$ cat src/rtl/alu_iter.sv
// alu_iter: execute-stage ALU with single-cycle logic/arith ops and iterative
// unsigned multiply / divide (WIDTH cycles each). Results and flags are
// registered and held until the next operation completes.
//
// Ports:
//   clk, rst_n        clock, asynchronous active-low reset
//   start, I          request and 4-bit opcode (sampled when busy=0)
//   op1, op2          operands (sampled with an accepted start)
//   res1, res2        primary result; MUL high half / DIVU remainder
//   carry, z          carry/borrow/overflow flag; res1 == 0
//   busy, done        iterative op in progress; one-cycle result-updated pulse
module alu_iter #(
    parameter int unsigned WIDTH = 32,
    localparam int unsigned SHW = $clog2(WIDTH)
) (
    input  logic             clk,
    input  logic             rst_n,
    input  logic             start,
    input  logic [3:0]       I,
    input  logic [WIDTH-1:0] op1,
    input  logic [WIDTH-1:0] op2,
    output logic [WIDTH-1:0] res1,
    output logic [WIDTH-1:0] res2,
    output logic             carry,
    output logic             z,
    output logic             busy,
    output logic             done
);

    localparam logic [0:0] IDLE = 1'b0;
    localparam logic [0:0] RUN  = 1'b1;

    logic [0:0]       state_q;
    logic [SHW-1:0]   cnt_q;
    logic             is_mul_q;
    logic [WIDTH-1:0] dvsr_q;   // multiplicand (MUL) or divisor (DIVU)
    logic [WIDTH-1:0] hi_q;     // product high half / partial remainder
    logic [WIDTH-1:0] lo_q;     // multiplier / dividend-then-quotient
    logic [WIDTH-1:0] res1_q, res2_q;
    logic             carry_q, z_q, done_q;

    // Single-cycle datapath.
    logic [WIDTH-1:0] sc_res;
    logic             sc_carry;
    logic [WIDTH:0]   sc_sum;

    always_comb begin
        sc_res   = {WIDTH{1'b0}};
        sc_carry = 1'b0;
        sc_sum   = {1'b0, op1} + {1'b0, op2};
        case (I)
            4'd1: begin
                sc_res   = sc_sum[WIDTH-1:0];
                sc_carry = sc_sum[WIDTH];
            end
            4'd2: begin
                sc_res   = op1 - op2;
                sc_carry = (op1 < op2);
            end
            4'd3:    sc_res = op1 & op2;
            4'd4:    sc_res = op1 | op2;
            4'd5:    sc_res = op1 ^ op2;
            4'd6:    sc_res = op1 << op2[SHW-1:0];
            4'd7:    sc_res = op1 >> op2[SHW-1:0];
            4'd8:    sc_res = (op1 == {WIDTH{1'b0}}) ? op2 : {WIDTH{1'b0}};
            4'd9:    sc_res = (op1 != {WIDTH{1'b0}}) ? op2 : {WIDTH{1'b0}};
            4'd10:   sc_res = {{(WIDTH-1){1'b0}}, (op1 == op2)};
            4'd11:   sc_res = {{(WIDTH-1){1'b0}}, (op1 <= op2)};
            4'd12:   sc_res = {{(WIDTH-1){1'b0}}, (op1 < op2)};
            4'd13:   sc_res = {{(WIDTH-1){1'b0}}, (op1 != op2)};
            default: ; // NOP, and MUL/DIVU which are handled iteratively
        endcase
    end

    // One iteration step of shift-add multiply or restoring divide.
    logic [WIDTH-1:0] addend, mul_hi_n, mul_lo_n;
    logic [WIDTH:0]   add_sum, shifted;
    logic [WIDTH-1:0] diff, div_hi_n, div_lo_n;
    logic             ge;
    logic [WIDTH-1:0] step_hi, step_lo;
    logic             last;

    always_comb begin
        addend   = lo_q[0] ? dvsr_q : {WIDTH{1'b0}};
        add_sum  = {1'b0, hi_q} + {1'b0, addend};
        mul_hi_n = add_sum[WIDTH:1];
        mul_lo_n = {add_sum[0], lo_q[WIDTH-1:1]};

        shifted  = {hi_q, lo_q[WIDTH-1]};
        ge       = (shifted >= {1'b0, dvsr_q});
        // When ge holds the true difference is below the divisor, so the
        // modulo-2^WIDTH subtraction is exact.
        diff     = shifted[WIDTH-1:0] - dvsr_q;
        div_hi_n = ge ? diff : shifted[WIDTH-1:0];
        div_lo_n = {lo_q[WIDTH-2:0], ge};

        step_hi  = is_mul_q ? mul_hi_n : div_hi_n;
        step_lo  = is_mul_q ? mul_lo_n : div_lo_n;
        last     = (cnt_q == SHW'(WIDTH - 1));
    end

    always_ff @(posedge clk or negedge rst_n) begin
        if (!rst_n) begin
            state_q  <= IDLE;
            cnt_q    <= '0;
            is_mul_q <= 1'b0;
            dvsr_q   <= '0;
            hi_q     <= '0;
            lo_q     <= '0;
            res1_q   <= '0;
            res2_q   <= '0;
            carry_q  <= 1'b0;
            z_q      <= 1'b1;
            done_q   <= 1'b0;
        end else begin
            done_q <= 1'b0;
            case (state_q)
                IDLE: begin
                    if (start) begin
                        if (I[3:1] == 3'b111) begin
                            state_q  <= RUN;
                            cnt_q    <= '0;
                            is_mul_q <= ~I[0];
                            dvsr_q   <= op2;
                            hi_q     <= '0;
                            lo_q     <= op1;
                        end else begin
                            res1_q  <= sc_res;
                            res2_q  <= '0;
                            carry_q <= sc_carry;
                            z_q     <= (sc_res == {WIDTH{1'b0}});
                            done_q  <= 1'b1;
                        end
                    end
                end
                RUN: begin
                    hi_q  <= step_hi;
                    lo_q  <= step_lo;
                    cnt_q <= cnt_q + 1'b1;
                    if (last) begin
                        state_q <= IDLE;
                        cnt_q   <= '0;
                        res1_q  <= step_lo;
                        res2_q  <= step_hi;
                        // MUL: overflow into high half; DIVU: divide by zero.
                        carry_q <= is_mul_q ? (step_hi != {WIDTH{1'b0}})
                                            : (dvsr_q == {WIDTH{1'b0}});
                        z_q     <= (step_lo == {WIDTH{1'b0}});
                        done_q  <= 1'b1;
                    end
                end
                default: state_q <= IDLE;
            endcase
        end
    end

    assign res1  = res1_q;
    assign res2  = res2_q;
    assign carry = carry_q;
    assign z     = z_q;
    assign busy  = (state_q == RUN);
    assign done  = done_q;

endmodule

$ cat config.mk
export PLATFORM = sky130hd
export DESIGN_NAME = alu_iter
export DESIGN_NICKNAME = d
export VERILOG_FILES = /design/src/rtl/alu_iter.sv
export SDC_FILE = /design/constraint.sdc
export NUM_CORES = 1
export LEC_CHECK = 0
export BUFFER_PORTS_ARGS = -buffer_cell sky130_fd_sc_hd__buf_4
export CORE_MARGIN = 1.5
export CORE_UTILIZATION = 35
export DETAILED_ROUTE_END_ITERATION = 12
export PLACE_DENSITY = 0.6
export SYNTH_ARGS = -nofsm -noshare
export SYNTH_HDL_FRONTEND = slang
export SYNTH_SLANG_ARGS = --single-unit
$ cat constraint.sdc
create_clock -name clk -period 5.1 [get_ports clk]
set_input_delay 0.255 -clock clk [delete_from_list [all_inputs] [get_ports clk]]
set_output_delay 0.255 -clock clk [all_outputs]
set_load 0.01 [all_outputs]
### After elaboration in Yosys (flattened, before gate mapping)

Index checks and enable logic that the tools add are counted.

* register bits: 170
* output and inout port bits: 68
* word-level logic and storage cells: 99

* magnitude comparators: 3
* equality and inequality tests: 21
* add/sub/neg operators: 5
* shifts and indexed selects: 2
* bitwise gates (word level): 5
* reductions and logical operators: 9
* mux-type cells: 43

Operators with widths (count)
* $mux 32: 16
* $pmux 32 s13: 1
* $pmux 32 s2: 4
* $logic_not 32->1: 4
* $add 32x32->33: 2
* $reduce_bool 32->1: 2
* $sub 32x32->32: 2
* $ge 33x32->1: 1
* $and 32x32->32: 1
* $eq 32x32->1: 1
* $le 32x32->1: 1
* $lt 32x32->1: 1
* $ne 32x32->1: 1
* $or 32x32->32: 1
* $shl 32x5->32: 1
* $shr 32x5->32: 1
* $xor 32x32->32: 1
* $eq 4x4->1 const B: 6
* $eq 4x3->1 const B: 4
* $mux 5: 3
* $mux 1: 13
* $pmux 1 s2: 5
* $pmux 5 s2: 1
* $eq 4x2->1 const B: 2
* other kinds (9): 13

### Logic depth before layout (Yosys ltp)

* depth after elaboration: 7
* mapped depth: 19

### Least setup slack after synthesis

Ideal clock, no wire load.

* path kind: input-to-reg
* start: input op2[1]
* end: register z_q, in the netlist z
* stages: 18
* arrival time: 4.624 ns
* setup slack: 0.390 ns
* setup time: 0.086 ns
* path through: clkinv_1 > buf_1 > clkbuf_1 > buf_2 > buf_2 > ha_1 > o21ba_2 > or4_1 > a21oi_1 > o21ai_1 > and4_1 > or4_1 > or3_1 > nor4_1 > nand3_1 > nor4b_2 > nand4bb_1 > o31ai_2

* longest elaborated chain between the ends: 6
* elaborated cells between the ends (all ways): 18
* those cells by class: add/sub: 2; order compare: 2; eq/ne: 2; shift: 2; mux: 6; bitwise: 3; reduce/logical: 1

Ends and longest elaborated chain
* from (decl): RTL line 21 `input logic [WIDTH-1:0] op2,`
* $sub 32x32->32 (tied with other cells): RTL line 57 `sc_res = op1 - op2;`
* $pmux 32 s13 *: RTL line 51 `case (I)`
* $logic_not 32->1 *: RTL line 131 `z_q <= (sc_res == {WIDTH{1'b0}});`
* $mux 1 *: RTL line 120 `if (I[3:1] == 3'b111) begin`
* $mux 1 *: RTL line 119 `if (start) begin`
* $pmux 1 s2 *: RTL line 117 `case (state_q)`
* to (signal assigned): RTL line 131
* to (signal assigned): RTL line 148 `z_q <= (step_lo == {WIDTH{1'b0}});`
* to (decl): RTL line 40 `logic carry_q, z_q, done_q;`

Every way passes the cells marked *; elsewhere a longest branch is shown, timed or not. The select of a mux whose other input is x is not followed.
A chain may end at the register's enable or synchronous reset.

### Worst setup path after layout

* start: register dvsr_q[20]
* end: register carry_q, in the netlist carry

* longest elaborated chain between the ends: 7
* elaborated cells between the ends (all ways): 11
* those cells by class: add/sub: 2; order compare: 1; mux: 6; reduce/logical: 2

Ends and longest elaborated chain
* from (decl): RTL line 36 `logic [WIDTH-1:0] dvsr_q;`
* from (signal assigned): RTL line 124 `dvsr_q <= op2;`
* $mux 32 (tied with other cells): RTL line 84 `addend = lo_q[0] ? dvsr_q : {WIDTH{1'b0}};`
* $add 32x32->33 / $mux 32 (equally long branches): RTL line 85, 94
* $mux 32: RTL line 97 `step_hi = is_mul_q ? mul_hi_n : div_hi_n;`
* $reduce_bool 32->1: RTL line 146 `carry_q <= is_mul_q ? (step_hi != {WIDTH{1'b0}})`
* $mux 1 *: RTL line 146
* $mux 1 *: RTL line 140 `if (last) begin`
* $pmux 1 s2 *: RTL line 117
* to (signal assigned): RTL line 130 `carry_q <= sc_carry;`
* to (signal assigned): RTL line 146
* to (decl): RTL line 40

Marks and branches as above.

==> metrics <==
post-synthesis instance total=a little under 3000; final worst-path cycle share=0.9234; non-filler cells, final=roughly 3800; final WL=around 100000 µm; die width=~250 µm; area of the multi-input gates=around 16000 µm²; Hold Crit Start=op2[27]; combinational power share=0.683; maxcap violations=0; setup violators final=0; #FFs+latches synth=between 150 and 200; Buffers & Inverters on Critical Path=2; synthesized area per cell=between 7 and 8 µm²; post-cts resize count=0; GRT Overall Usage=0.3152; Reg-to-Reg End=carry; WHS=0.06724 ns; Layout Skew=~0.011 ns; synthesis warning total=0; kind of critical path=register to register; dpl cells=~3800; number of nets with antenna violations after routing=0; pwr dens=~490 nW/µm²; post-DP HPWL=between 80000 and 90000 µm; input/output buffers=roughly 140; # fillers=around 6600; routability cong.=about 1.1; minimum clock period=~4.7 ns; CTS max path bufs=2; Synth-to-Final Area Change=11.63%; Via-to-Cell Ratio=roughly 6.4; initial core utilization=0.3528; drc violations=0; clock power share=0.109; initial DRC count=approximately 3300; per-cell routed wire length=around 27 µm; Core ar.=62740 µm²; largest net degree at the start of global routing=103; Sw Pwr=roughly 6.5 mW; Int Pwr=around 5.7 mW; initial antenna violation count=3; Crit path largest cell delay=0.64 ns; register area share after synthesis=0.1923; final number of hold-violating endpoints=0; remaining global-route overflow=0; Slew @ Worst Pin=1.204 ns; layout cells sized above 1=0.1284; final-stage net count=roughly 3200; Synth Flop Type=dfrtp_1; Sink Count=170; via count=24541; CP required=5.46 ns; FF-to-FF Start=dvsr_q[20]; FF+latch area=about 4300 µm²; CTS tree=built; setup repair after global routing missed its margin=false; number of library cell types mapped by synthesis=97; EDFF count, synth=0; reg2reg path depth=15; Synth async-reset ratio=1.000; post-CTS setup buffer count=0; worst vdd ir=roughly 250 µV; final slew viol count=0; Die Span Y=about 250 µm; critical path endpoint category=register; sequential power share=0.208; worst-path cell chain=inv_1 -> ha_1 -> a21oi_1 -> o21ai_0 -> a211oi_1 -> o31ai_1 -> a41oi_1 -> buf_4 -> a211oi_1 -> a221o_1 -> nor4_1 -> nand4b_1 -> nor4_1 -> nand4b_1 -> a22o_1; total CTS buffers=17; Clk Latency, worst-skew pair=0.47 ns; Die ar.=about 65000 µm²; Static Leakage=around 11 nW; Slew headroom=0.1769; Top Family by Delay on Critical Path=compound AO/OA/AOI/OAI gates; Rows=slightly above 90; n_diodes=0; CP startpoint kind=register; Final Util=0.3938; WHS Path Cells=3; Post-Syn Area=~22000 µm²; Post-Syn Nets=between 3000 and 4000; vias in the first global route=between 20000 and 25000; worst hold-check path type=input pin to register; CP arrival=slightly above 5 ns; clk slew on worst S/H paths=about 0.080 ns; Hold Path End=dvsr_q[27]; clock tree root buffer cell=clkbuf_16; I/O pin total=approximately 140; reg-to-reg slack, setup=0.39 ns; highest clock rate=about 210 MHz; drt first pass iters=9; cts hold-fix bufs=1; worst-path fanout max=8; outcome=completed; CP max stage cell=a41oi_1; Final TNS setup=0 ns; first-pass GRT wire length=152500 µm; CTS H-tree depth=4; Sw Ratio=0.5319
## through the flow
stage	area [µm²]	power, mW	worst slack, ns
3_3_place_gp	24110	10.59	0.4158
2_1_floorplan	22130	7.779	0.3904
5_1_grt	24710	12.99	0.1275
6_report	24710	12.13	0.3909
3_5_place_dp	24110	10.59	0.4112
4_1_cts	24710	11.95	0.4743
## state kept, by name (all words and copies together), names as in the netlist, 5 cells and up
register  cells
hi_q         32
lo_q         32
cnt_q         5
res2         32
res1         32
dvsr_q       32
## per-layer routing
metal  up-vias  track usage  share of wire
li1      10941            -              -
met1     11734       0.4139           0.40
met2      1548       0.4976           0.45
met3       314      0.04501          0.094
met4         4       0.1733          0.061
met5         -            0        0.00023
## placed cells by master, fill, tap and decap left out, types with 23 or more instances in the layout
master,instances
nor2b_1,29
o211ai_1,36
a22o_1,29
nand2_1,404
a21boi_0,35
a211oi_1,65
o31ai_1,27
mux2i_1,83
a22oi_1,25
nor3_1,59
nor2_1,195
dfrtp_1,167
o21bai_1,23
buf_4,213
o21ai_0,292
a221oi_1,25
a21oi_1,183
xnor2_1,36
nand4_1,40
nor4_1,39
mux2_2,36
a31oi_1,26
a21o_1,40
o22ai_1,36
inv_1,155
nand3_1,59
ha_1,178
mux4_2,44
and2_1,41
## layout make-up
cell class,instances,area share
clock buffers,18,0.01777
inverters,159,0.02416
well taps,846,0.04284
flip-flops and latches,170,0.1725
multi-input cells,2400,0.6653
repair buffers,222,0.07135
clock inverters,14,0.006077
## kinds of logic after synthesis
group	count (synthesis)	share of synthesized area
adder cells (fa/ha/maj)	182	0.1042
AO/OA/AOI/OAI	996	0.2958
XOR/XNOR	57	0.02256
multiplexers	164	0.1011
buffers and inverters	375	0.06767
AND/OR/NAND/NOR	1001	0.2163
flip-flops	170	0.1923
## worst max path at each step
stage / startpoint / to / slack [ns] / cells past startpoint
floorplan: op2[1] / z / 0.39 / 18
global placement: op1[20] / z / 0.42 / 14
detailed placement: op1[20] / z / 0.41 / 14
CTS: dvsr_q[20] / carry / 0.47 / 15
global route: dvsr_q[23] / carry / 0.13 / 15
finish: dvsr_q[20] / carry / 0.39 / 15
## power groups by stage
stage / sequential (mW) / clock, mW / combinational, mW
global route: 2.57 / 1.40 / 9.02
floorplan: 2.26 / 0 / 5.52
global placement: 2.52 / 0 / 8.08
finish: 2.52 / 1.32 / 8.29
detailed placement: 2.51 / 0 / 8.08
CTS: 2.49 / 1.34 / 8.11
## Yosys cell counts (9+ instances only)
cell / n / area, µm²
or2_2: 13 / 81.33
a21boi_0: 35 / 262.8
nor3_1: 59 / 295.3
clkbuf_1: 155 / 581.8
mux2i_1: 83 / 830.8
nand2b_1: 20 / 125.1
a21oi_1: 183 / 915.9
a21o_1: 40 / 300.3
buf_2: 24 / 120.1
a221oi_1: 25 / 219.0
nor3b_1: 9 / 67.56
and2_1: 41 / 256.5
xor2_1: 21 / 183.9
o211ai_1: 36 / 270.3
nor2b_1: 29 / 181.4
o22ai_1: 36 / 225.2
a31oi_1: 27 / 168.9
mux2_2: 36 / 405.4
buf_1: 29 / 108.9
nand4_1: 40 / 250.2
o21bai_1: 23 / 172.7
nand2_1: 404 / 1516
nor4_1: 39 / 244.0
o21a_1: 14 / 105.1
and3_1: 21 / 131.4
a211o_1: 16 / 140.1
o21ai_0: 292 / 1461
a211oi_1: 65 / 488.0
a2111oi_0: 15 / 131.4
nand3_1: 59 / 295.3
o31ai_1: 27 / 202.7
xnor2_1: 36 / 315.3
mux4_2: 44 / 991.0
a22oi_1: 25 / 187.7
dfrtp_1: 169 / 4229
ha_1: 178 / 2227
or3_1: 13 / 81.33
nor2_1: 199 / 747.0
inv_1: 155 / 581.8
o221ai_1: 13 / 113.9
a22o_1: 29 / 254.0
## worst register-to-register path: stages (launching register included)
cell      delay (ns)
dfrtp_1         0.39
inv_1           0.07
ha_1            0.37
a21oi_1         0.29
o21ai_0         0.24
a211oi_1        0.32
o31ai_1         0.17
a41oi_1         0.64
buf_4           0.30
a211oi_1        0.09
a221o_1         0.35
nor4_1          0.28
nand4b_1        0.25
nor4_1          0.45
nand4b_1        0.19
a22o_1          0.23
No activity file was read; power rests on OpenSTA's default activity.
